**src/rtl/waveform_loader.sv**
```systemverilog
// Waveform BRAM loader: accepts samples from a valid/ready stream and writes them
// sequentially into BRAM port A, then raises play_en for the playback reader.
// Optional tail padding with the last sample is compiled in by WAVEFORM_LOADER_PAD_EN.
module waveform_loader #(
    parameter int unsigned ADDR_WIDTH = 8,
    parameter int unsigned DATA_WIDTH = 32
) (
    input  logic                  clk,
    input  logic                  rst_n,
    input  logic                  load_start,
    input  logic                  load_abort,
    input  logic [ADDR_WIDTH:0]   load_len,
    input  logic [DATA_WIDTH-1:0] s_tdata,
    input  logic                  s_tvalid,
    output logic                  s_tready,
    output logic [ADDR_WIDTH-1:0] bram_addr,
    output logic                  bram_we,
    output logic [DATA_WIDTH-1:0] bram_data_o,
    output logic                  busy,
    output logic                  done,
    output logic                  play_en
);

    localparam logic [1:0] StIdle = 2'd0;
    localparam logic [1:0] StLoad = 2'd1;
`ifdef WAVEFORM_LOADER_PAD_EN
    localparam logic [1:0] StPad  = 2'd2;
`endif
    localparam logic [1:0] StDone = 2'd3;

    // Full BRAM depth, one bit wider than the address so it is representable.
    localparam logic [ADDR_WIDTH:0] Depth = {1'b1, {ADDR_WIDTH{1'b0}}};
    localparam logic [ADDR_WIDTH:0] One   = {{ADDR_WIDTH{1'b0}}, 1'b1};

    logic [1:0]            state_q, state_d;
    logic                  start_q;
    logic [ADDR_WIDTH:0]   len_q, len_d;
    logic [ADDR_WIDTH:0]   count_q, count_d;
    logic                  we_q, we_d;
    logic [ADDR_WIDTH-1:0] addr_q, addr_d;
    logic [DATA_WIDTH-1:0] data_q, data_d;
    logic                  done_q, done_d;
    logic                  play_q, play_d;

    logic                  start;
    logic                  handshake;
    logic [ADDR_WIDTH:0]   len_eff;

    assign start     = load_start & ~start_q;
    assign len_eff   = ((load_len == '0) || (load_len > Depth)) ? Depth : load_len;
    // Ready drops as soon as the last sample has been accepted.
    assign s_tready  = (state_q == StLoad) && (count_q < len_q);
    assign handshake = s_tvalid & s_tready;
    assign busy      = (state_q == StLoad)
`ifdef WAVEFORM_LOADER_PAD_EN
                     | (state_q == StPad)
`endif
                     ;

    assign bram_addr   = addr_q;
    assign bram_we     = we_q;
    assign bram_data_o = data_q;
    assign done        = done_q;
    assign play_en     = play_q;

    // Next-state: abort beats start, start restarts from any state.
    always_comb begin
        state_d = state_q;
        len_d   = len_q;
        count_d = count_q;
        we_d    = 1'b0;
        addr_d  = addr_q;
        data_d  = data_q;
        done_d  = 1'b0;
        play_d  = play_q;

        if (load_abort) begin
            state_d = StIdle;
            play_d  = 1'b0;
        end else if (start) begin
            state_d = StLoad;
            len_d   = len_eff;
            count_d = '0;
            play_d  = 1'b0;
        end else begin
            case (state_q)
                StLoad: begin
                    if (count_q == len_q) begin
                        // Last sample write is on the BRAM port this cycle.
`ifdef WAVEFORM_LOADER_PAD_EN
                        if (len_q != Depth) begin
                            state_d = StPad;
                        end else begin
                            state_d = StDone;
                            done_d  = 1'b1;
                            play_d  = 1'b1;
                        end
`else
                        state_d = StDone;
                        done_d  = 1'b1;
                        play_d  = 1'b1;
`endif
                    end else if (handshake) begin
                        we_d    = 1'b1;
                        addr_d  = count_q[ADDR_WIDTH-1:0];
                        data_d  = s_tdata;
                        count_d = count_q + One;
                    end
                end
`ifdef WAVEFORM_LOADER_PAD_EN
                StPad: begin
                    // data_q still holds the last accepted sample.
                    if (count_q == Depth) begin
                        state_d = StDone;
                        done_d  = 1'b1;
                        play_d  = 1'b1;
                    end else begin
                        we_d    = 1'b1;
                        addr_d  = count_q[ADDR_WIDTH-1:0];
                        count_d = count_q + One;
                    end
                end
`endif
                StDone:  state_d = StDone;
                default: state_d = StIdle;
            endcase
        end
    end

    // State and registered BRAM/status outputs.
    always_ff @(posedge clk or negedge rst_n) begin
        if (!rst_n) begin
            state_q <= StIdle;
            start_q <= 1'b0;
            len_q   <= '0;
            count_q <= '0;
            we_q    <= 1'b0;
            addr_q  <= '0;
            data_q  <= '0;
            done_q  <= 1'b0;
            play_q  <= 1'b0;
        end else begin
            state_q <= state_d;
            start_q <= load_start;
            len_q   <= len_d;
            count_q <= count_d;
            we_q    <= we_d;
            addr_q  <= addr_d;
            data_q  <= data_d;
            done_q  <= done_d;
            play_q  <= play_d;
        end
    end

endmodule

```
**config.mk**
```make
export PLATFORM = sky130hd
export DESIGN_NAME = waveform_loader
export DESIGN_NICKNAME = d
export VERILOG_FILES = /design/src/rtl/waveform_loader.sv
export SDC_FILE = /design/constraint.sdc
export NUM_CORES = 1
export LEC_CHECK = 0
export ABC_AREA = 1
export CORE_ASPECT_RATIO = 1.25
export CORE_MARGIN = 1.5
export CORE_UTILIZATION = 47
export DETAILED_ROUTE_END_ITERATION = 12
export PLACE_DENSITY = 0.85
export SLEW_MARGIN = 5
export SYNTH_ARGS = -nofsm -noshare
export SYNTH_HDL_FRONTEND = slang
export SYNTH_SLANG_ARGS = --single-unit
```
**constraint.sdc**
```tcl
create_clock -name clk -period 2.4 [get_ports clk]
set_input_delay 0.48 -clock clk [delete_from_list [all_inputs] [get_ports clk]]
set_output_delay 0.48 -clock clk [all_outputs]
set_load 0.02 [all_outputs]
```
==> impl_metrics.ini <==
[yosys]
synth_edf_count = 0
yosysTopAreaCellShare = 0.533
syn_nets = 416
synthesis.instances = 359
synth.distinct_cells = 23
ys_seq_area_frac = 0.533
ys_top_cells_by_count = 154 x nand2_1, 64 x dfrtp_1, 35 x inv_1
synth_area_um2 = 3000
synth_ff_type = dfrtp_1
async_reset_ff_frac = 1.00
ys_seq_elements = 64
yosys.area.top_type = dfrtp_1
synth_area_leaders = dfrtp_1 53%, nand2_1 19%, ha_1 4.6%
ys.warnings.count = 0
postSynthAreaPerCell_um2 = 8.37
synth.most_common_cell = nand2_1

[route]
via_count = 2658
viasPerCell = 4.82
ant_nets = 0
dr.pass1.iters = 4
wl_um = 7210
post_drt_wl_per_cell_um = 13.1
first_iter_violations = 184
drcViolationCount = 0

[floorplan]
die_w_um = 74.5
core_area_um2 = 6170
io_pins = 91
die_h_um = 92.4
start_util = 0.487
dieArea_um2 = 6880
row_count = 32

[cts]
ctsHoldBuffers = 0
postCtsResizedCells = 2
cts_tree = built
clk_pin_slew_ps = 70
cts_buffer_depth = 2
ctsRootBufferMaster = clkbuf_8
clk-insertion-delay-late_ps = 340
h-tree-depth = 3
cts-buffers-inserted = 9
clock_sinks = 64
postCtsSetupBuffers = 0

[sta]
tns_ps = 0
fin_crit_ps = 2200
period_share = 0.918
setup_viol = 0
finalHoldViolCount = 0
slew_violations = 0
clock-skew-final_ps = 11.1
fmax_mhz = 454
tightest_slew_ps = 369
rsz0062_at_grt = false
relSlewSlack = 0.754
fin_hold_ws_ps = 44.2

[global_route]
antenna_found_initial = 0
groute.usage.overall = 0.228
grt_pass1_wl_um = 11900
grt_pass1_vias = 2569
grt_util_met1 = 0.272
grt_max_degree = 34
grt-ovfl-total = 0
grt.busiest_layer = met2
met3_usage = 0.0653
grtUsageMet2 = 0.388

[placed_design]
io_buffer_count = 90
hpwl_um = 5490
place_inst = 536
gp_congestion = 0.848

[finish]
finalNetCount = 519
diodes = 0
fin_cells = 552
drive_above_1_share = 0.105
synthToLayoutAreaGrowth_pct = 40.7
fill_cells = 521

[critical_path]
arrival_ps = 1720
worstSetupEndpointType = output pin
reg2reg_depth = 11
cp.required_ps = 1920
cp-start-kind = register
timing.rr.end = bram_data_o[23]$_DFFE_PN0P_
r2r_slack_ps = 460
path_class = register to output pin
crit_fanout = 7
r2r_start = count_q[5]$_DFFE_PN0P_

[power]
p_leak_nw = 2.11
peakVddDrop_uv = 372
p_per_area_nw_per_um2 = 921

[status]
outcome = completed

[hold_path]
holdCritPathClass = input pin to asynchronous set/reset pin

[run]
drv_cap = 0
[state kept, by name, indices dropped and copies added, names as in the netlist, 2 cells and up]
| name | cells |
|---|---|
| bram_addr | 8 |
| bram_data_o | 32 |
| count_q | 9 |
| len_q | 9 |
| state_q | 2 |
[worst max-delay path by stage]
stage	startpoint	endpoint	slack (ps)	cells past startpoint
6_report	count_q[5]$_DFFE_PN0P_	s_tready	200	7
5_1_grt	count_q[8]$_DFFE_PN0P_	s_tready	90	7
3_3_place_gp	count_q[5]$_DFFE_PN0P_	s_tready	140	7
2_1_floorplan	count_q[4]$_DFFE_PN0P_	bram_data_o[25]$_DFFE_PN0P_	550	11
3_5_place_dp	count_q[5]$_DFFE_PN0P_	s_tready	110	7
4_1_cts	count_q[8]$_DFFE_PN0P_	s_tready	10	7
[power by group]
group	switching (mW)	leakage, nW	internal (mW)
clock	0.414	0.0993	0.506
combinational	0.771	1.18	0.684
sequential	0.158	0.830	1.36
[stage by stage]
stage	power [mW]	cell area (µm²)	setup slack, ps	utilization
2_1_floorplan	2.25	3000	550	-
3_3_place_gp	2.94	4030	144	0.654
3_5_place_dp	3.01	4030	110	0.654
4_1_cts	3.93	4230	12.6	0.686
5_1_grt	4.14	4230	87.1	0.685
6_report	3.89	4230	196	0.685
[critical path, cell delays in order (launching register included)]
cell	delay, ps
dfrtp_2	450
ha_1	290
nand2_1	60
nor2_1	120
nand2_1	110
a21oi_2	140
nor2_2	60
clkbuf_2	150
[area by class of cell]
class | count | area [µm²] | area share
clock buffer | 11 | 141 | 0.0335
clock inverter | 5 | 56.3 | 0.0133
inverter | 38 | 143 | 0.0337
multi-input combinational | 248 | 1180 | 0.279
sequential | 64 | 1600 | 0.380
tap | 85 | 106 | 0.0252
timing repair buffer | 101 | 998 | 0.236
[layer usage]
layer / up-vias / share of wire
li1: 1334 / -
met1: 1225 / 0.41
met2: 86 / 0.50
met3: 13 / 0.076
met4: 0 / 0.014
met5: - / 0
[layout by cell type, fill, tap and decap left out]
master	synthesis	layout
nand3_2	1	1
clkbuf_8	0	10
nand2_2	2	2
clkinvlp_4	0	1
ha_1	11	11
nor2_4	2	2
o21ai_2	6	6
dfrtp_1	64	62
inv_2	3	3
a21oi_2	1	1
xnor2_1	1	1
buf_4	3	9
bufinv_16	0	1
nand3b_1	1	1
a21oi_1	8	8
nor2_2	4	4
nor3_1	3	3
inv_1	35	35
buf_2	0	1
a211oi_1	1	1
clkinv_4	0	1
nand3_1	24	24
clkbuf_2	0	1
clkbuf_1	1	1
dfrtp_2	0	2
o21ai_0	12	12
nand2_1	154	154
nor2_1	14	14
clkinv_2	0	2
buf_12	0	2
nor4_1	3	3
clkdlybuf4s50_1	0	88
[kinds of logic after synthesis]
family | Yosys count | share of synthesized area
compound gates | 28 | 0.0562
xor+xnor | 1 | 0.00292
fa+ha+maj | 11 | 0.0458
buf+inv | 47 | 0.0750
flops | 64 | 0.533
simple gates | 208 | 0.287
No activity file was read; power rests on OpenSTA's default activity.
